**src/rtl/td4_pkg.sv**
```systemverilog
// td4_pkg: shared opcodes, ALU select codes,
// load-enable bit positions and sequencer states.
package td4_pkg;

  localparam logic [3:0] OP_ADD_A = 4'b0000;
  localparam logic [3:0] OP_MOV_AB = 4'b0001;
  localparam logic [3:0] OP_IN_A = 4'b0010;
  localparam logic [3:0] OP_MOV_AI = 4'b0011;
  localparam logic [3:0] OP_MOV_BA = 4'b0100;
  localparam logic [3:0] OP_ADD_B = 4'b0101;
  localparam logic [3:0] OP_IN_B = 4'b0110;
  localparam logic [3:0] OP_MOV_BI = 4'b0111;
  localparam logic [3:0] OP_OUT_B = 4'b1001;
  localparam logic [3:0] OP_OUT_I = 4'b1011;
  localparam logic [3:0] OP_JNC = 4'b1110;
  localparam logic [3:0] OP_JMP = 4'b1111;

  localparam logic [1:0] SEL_A = 2'b00;
  localparam logic [1:0] SEL_B = 2'b01;
  localparam logic [1:0] SEL_IN = 2'b10;
  localparam logic [1:0] SEL_ZERO = 2'b11;

  localparam int LD_A = 0;
  localparam int LD_B = 1;
  localparam int LD_OUT = 2;
  localparam int LD_PC = 3;

  typedef enum logic [1:0] {
    FETCH,
    DECODE,
    EXEC,
    HALT
  } state_t;

endpackage

```
**src/rtl/td4_op_decode.sv**
```systemverilog
// td4_op_decode: combinational opcode table
// giving ALU select, load enables and flags.
module td4_op_decode
  import td4_pkg::*;
(
  input  logic [3:0] i_op,
  input  logic       i_carry,
  output logic [1:0] o_sel,
  output logic [3:0] o_load,
  output logic       o_is_add,
  output logic       o_is_illegal
);

  // opcode to control lines
  always_comb begin
    o_sel = SEL_ZERO;
    o_load = '0;
    o_is_add = 1'b0;
    o_is_illegal = 1'b0;
    unique case (i_op)
      OP_MOV_AI: o_load[LD_A] = 1'b1;
      OP_MOV_BI: o_load[LD_B] = 1'b1;
      OP_MOV_AB: begin
        o_sel = SEL_B;
        o_load[LD_A] = 1'b1;
      end
      OP_MOV_BA: begin
        o_sel = SEL_A;
        o_load[LD_B] = 1'b1;
      end
      OP_ADD_A: begin
        o_sel = SEL_A;
        o_load[LD_A] = 1'b1;
        o_is_add = 1'b1;
      end
      OP_ADD_B: begin
        o_sel = SEL_B;
        o_load[LD_B] = 1'b1;
        o_is_add = 1'b1;
      end
      OP_IN_A: begin
        o_sel = SEL_IN;
        o_load[LD_A] = 1'b1;
      end
      OP_IN_B: begin
        o_sel = SEL_IN;
        o_load[LD_B] = 1'b1;
      end
      OP_OUT_I: o_load[LD_OUT] = 1'b1;
      OP_OUT_B: begin
        o_sel = SEL_B;
        o_load[LD_OUT] = 1'b1;
      end
      OP_JMP: o_load[LD_PC] = 1'b1;
      OP_JNC: o_load[LD_PC] = ~i_carry;
      default: o_is_illegal = 1'b1;
    endcase
  end

endmodule

```
**src/rtl/td4_ctrl_seq.sv**
```systemverilog
// td4_ctrl_seq: fetch/decode/execute control
// sequencer with carry flag and illegal trap.
module td4_ctrl_seq
  import td4_pkg::*;
#(
  parameter int DATA_W = 4,
  parameter bit ILLEGAL_TRAP = 1'b0
) (
  input  logic                clk,
  input  logic                rst_n,
  input  logic                instr_valid,
  input  logic [4+DATA_W-1:0] instr_data,
  output logic                instr_ready,
  input  logic                carry_in,
  output logic [1:0]          sel,
  output logic [DATA_W-1:0]   imm,
  output logic [3:0]          load,
  output logic                pc_inc,
  output logic                carry_flag,
  output logic                illegal,
  output logic                halted
);

  localparam int IW = 4 + DATA_W;

  state_t            r_state;
  logic [IW-1:0]     r_ir;
  logic [1:0]        r_sel;
  logic [3:0]        r_load;
  logic              r_pc_inc;
  logic              r_illegal;
  logic              r_is_add;
  logic              r_carry;

  logic              w_accept;
  logic [3:0]        w_op;
  logic [1:0]        w_sel;
  logic [3:0]        w_load;
  logic              w_is_add;
  logic              w_is_illegal;

  assign instr_ready = (r_state == FETCH) && rst_n;
  assign w_accept = instr_valid && instr_ready;

  // decode the incoming word while fetching,
  // the held instruction afterwards
  assign w_op = (r_state == FETCH)
              ? instr_data[IW-1:DATA_W]
              : r_ir[IW-1:DATA_W];

  td4_op_decode u_dec (
    .i_op         (w_op),
    .i_carry      (r_carry),
    .o_sel        (w_sel),
    .o_load       (w_load),
    .o_is_add     (w_is_add),
    .o_is_illegal (w_is_illegal)
  );

  // sequencer state
  always_ff @(posedge clk or negedge rst_n) begin
    if (!rst_n) begin
      r_state <= FETCH;
    end else begin
      case (r_state)
        FETCH:  if (w_accept) r_state <= DECODE;
        DECODE: r_state <= EXEC;
        EXEC: begin
          if (r_illegal && ILLEGAL_TRAP)
            r_state <= HALT;
          else
            r_state <= FETCH;
        end
        default: r_state <= HALT;
      endcase
    end
  end

  // instruction register and ALU select,
  // captured on the accepting edge
  always_ff @(posedge clk or negedge rst_n) begin
    if (!rst_n) begin
      r_ir <= '0;
      r_sel <= SEL_A;
    end else if (w_accept) begin
      r_ir <= instr_data;
      r_sel <= w_sel;
    end
  end

  // one-cycle execute strobes, armed in DECODE
  always_ff @(posedge clk or negedge rst_n) begin
    if (!rst_n) begin
      r_load <= '0;
      r_pc_inc <= 1'b0;
      r_illegal <= 1'b0;
      r_is_add <= 1'b0;
    end else if (r_state == DECODE) begin
      r_load <= w_load;
      r_pc_inc <= ~w_load[LD_PC];
      r_illegal <= w_is_illegal;
      r_is_add <= w_is_add;
    end else begin
      r_load <= '0;
      r_pc_inc <= 1'b0;
      r_illegal <= 1'b0;
    end
  end

  // carry flag: ADD captures, legal ops clear
  always_ff @(posedge clk or negedge rst_n) begin
    if (!rst_n) begin
      r_carry <= 1'b0;
    end else if (r_state == EXEC) begin
      if (r_is_add)
        r_carry <= carry_in;
      else if (!r_illegal)
        r_carry <= 1'b0;
    end
  end

  assign sel = r_sel;
  assign imm = r_ir[DATA_W-1:0];
  assign load = r_load;
  assign pc_inc = r_pc_inc;
  assign carry_flag = r_carry;
  assign illegal = r_illegal;
  assign halted = (r_state == HALT);

endmodule

```
**config.mk**
```make
export PLATFORM = sky130hd
export DESIGN_NAME = td4_ctrl_seq
export DESIGN_NICKNAME = d
export VERILOG_FILES = /design/src/rtl/td4_pkg.sv /design/src/rtl/td4_op_decode.sv /design/src/rtl/td4_ctrl_seq.sv
export SDC_FILE = /design/constraint.sdc
export NUM_CORES = 1
export LEC_CHECK = 0
export CAP_MARGIN = 15
export CORE_MARGIN = 1
export CORE_UTILIZATION = 45
export DETAILED_ROUTE_END_ITERATION = 8
export PLACE_DENSITY = 0.86
export SLEW_MARGIN = 25
export SYNTH_ARGS = -nofsm -noshare
export SYNTH_HDL_FRONTEND = slang
export SYNTH_HIERARCHICAL = 1
export SYNTH_SLANG_ARGS = --single-unit
```
**constraint.sdc**
```tcl
create_clock -name clk -period 2.3 [get_ports clk]
set_input_delay 0.46 -clock clk [delete_from_list [all_inputs] [get_ports clk]]
set_output_delay 0.46 -clock clk [all_outputs]
set_load 0.05 [all_outputs]
```
==> results.txt <==
Peak VDD IR = 811 µV
Nets = 118
setup_tns = 0 ns
total CTS buffers = 3
critical path class = reg -> out
Hold Violations, Final = 0
# IOs = 27
placed cells = 124
hold buffer count at cts = 0
Final setup violation count = 0
Final Cycle Share = 92.5%
Final Critical Period = 2.13 ns
Sw Share = 42.0%
skew final = 0.000704 ns
Root Buffer = clkbuf_4
Worst-Margin Slew = 0.497 ns
top post-synthesis cells by count = dfrtp_1, mux2_4, and2_1, mux2_2
total core area = 2000 µm²
Area Overhead vs Synth = 34.6%
cell family with most CP delay = buffers and inverters
EDFF count, synth = 0
CTS clk-pin slew, worst paths = 0.11 ns
Synth top area share = 50.7%
gr usage total = 16.8%
power per cell area = 1580 nW/µm²
global-route wire length before repair = 2980 µm
Worst EP arrival = 1.67 ns
CTS tree = yes
Util after Layout = 66.4%
largest stage delay on the critical path = 0.80 ns
dominant cell type by area after synthesis = dfrtp_1
Synth Register Bits = 20
starting density of the core = 49.3%
Finished Layout Cells = 128
Port Buffers = 26
Overflow after GRT = 0
Die Area = 2380 µm²
ant diodes = 0
Die Y = 48.8 µm
worst setup path start = r_state[0]
top cells by area, synth = dfrtp_1, mux2_4, mux2_2, ha_1, and2_1
CP Capture Type = output port
RePlAce Congestion = 0.755
HP Class = in -> async
pin count of the biggest net entering global routing = 17
Post-route DRC = 0
synthesized area = 987 µm²
fin. max-slew vios = 0
maxcap violations = 0
Routed wire per std cell = 13.2 µm
syn avg cell area = 13.5 µm²
Resize count post-CTS = 0
total clock sinks = 20
Post-Syn Nets = 89
RSZ-0062 raised after global routing = no
Worst setup SP type = flop
via count = 627
Critical R2R Launch = r_state[0]
Slew HR = 66.7%
Synth warnings = 6
Primary FF master, synth = dfrtp_1
highest clock rate = 470 MHz
number of H-tree levels = 1
WP buf/inv = 1
static leakage = 0.628 nW
sw power = 0.000883 W
crit-path cells = ha_1 > clkdlybuf4s50_1
Clock Power Share = 13.3%
WP data required = 1.84 ns
vias in the first global route = 623
Worst path slowest cell = clkdlybuf4s50_1
vias per cell = 4.90
Gate Count Post-Synth = 73
P_int = 0.00122 W
Layout fillers = 151
hpwl dp = 1260 µm
Post-DRT Antenna Nets = 0
final WL = 1690 µm
Critical Path Fanout Max = 3
clk_lat worst skew = 0.29 ns
Bufs on Longest Clock Path = 2
# rows = 16
Seq/Total Area, Yosys = 50.7%
top-count cell post-synth = dfrtp_1
Cell variety after synth = 23
initial antenna violation count = 0
die span in x = 48.8 µm
1st-pass router iterations = 4
Async S/R FF share, synth = 100%
Iteration-0 DRC Markers = 12
Post-CTS Setup Bufs = 0
Seq pwr share = 27.7%
Comb pwr share = 59.0%
outcome = finished, final reports clean
share of cells above drive strength 1 = 25.7%
## per-layer routing
metal | wire length [µm] | track usage, %
met2 | 812 | 26.6
met5 | 0 | 0
met4 | 14 | 5.88
met1 | 727 | 22.5
met3 | 138 | 4.05
## worst paths after layout
path / slack, ns / endpoint / depth (start not counted)
worst max-delay path: 0.17 / halted / 2
worst min-delay path: 0.52 / r_state[0] / 2
worst max register to register: 0.35 / sel[1] / 6
worst min register to register: 0.52 / r_ir[1] / 1
max in group asynchronous: 1.56 / r_is_add / 2
min in group clk: 0.52 / r_ir[1] / 1
## power by group through the flow
stage	logic (W)	clock network, W	registers [W]
4_1_cts	0.00124	0.000287	0.000583
3_3_place_gp	0.00121	0	0.000582
2_1_floorplan	0.000761	0	0.000768
5_1_grt	0.00131	0.000304	0.000601
3_5_place_dp	0.00123	0	0.000590
6_report	0.00124	0.000280	0.000582
## logic make-up after synthesis
kind of cell    synth area share, %
xor+xnor                      0.887
mux                            21.9
buf+inv                        4.56
compound gates                 3.55
fa+ha+maj                      5.07
flops                          50.7
simple gates                   13.3
## layout by cell type (no fill, tap or decap)
cell type	netlist	layout
clkdlybuf4s50_1	0	25
dfrtp_1	20	20
mux2_4	10	10
and2_1	5	5
mux2_2	5	5
inv_1	4	4
ha_1	4	4
nor2b_1	3	3
nor3_1	3	3
clkbuf_4	0	3
buf_4	4	2
nor2_1	2	2
and2_4	1	1
a21boi_0	1	1
a21oi_1	1	1
nand2_8	1	1
o21ai_0	1	1
a32o_1	1	1
mux2i_1	1	1
bufinv_16	0	1
buf_12	0	1
or2_2	1	1
nand2b_4	1	1
a21o_1	1	1
nand2_1	1	1
xor2_1	1	1
and3_1	1	1
## metrics by stage
stage / hold WS (ns) / worst slack, ns / instance area (µm²) / total power [W]
4_1_cts: 0.508 / 0.157 / 1330 / 0.00211
6_report: 0.519 / 0.173 / 1330 / 0.00210
2_1_floorplan: 0.164 / 0.509 / 987 / 0.00153
3_3_place_gp: 0.489 / 0.408 / 1280 / 0.00179
5_1_grt: 0.524 / 0.126 / 1330 / 0.00222
3_5_place_dp: 0.493 / 0.381 / 1280 / 0.00182
## registers in the layout, summed over array words and instances (netlist names)
| register | count |
|---|---|
| r_ir | 8 |
| sel | 2 |
| carry_flag | 1 |
| r_is_add | 1 |
| r_state | 2 |
| illegal | 1 |
| pc_inc | 1 |
| load | 4 |
## cell type report
class / count / area, µm² / area share, %
Clock buffer: 3 / 22.5 / 1.69
Sequential cell: 20 / 500 / 37.7
Tap cell: 27 / 33.8 / 2.54
Inverter: 4 / 15.0 / 1.13
Timing Repair Buffer: 28 / 285 / 21.5
Multi-Input combinational cell: 45 / 442 / 33.2
Clock inverter: 1 / 30.0 / 2.26
No activity file was read; power rests on OpenSTA's default activity.
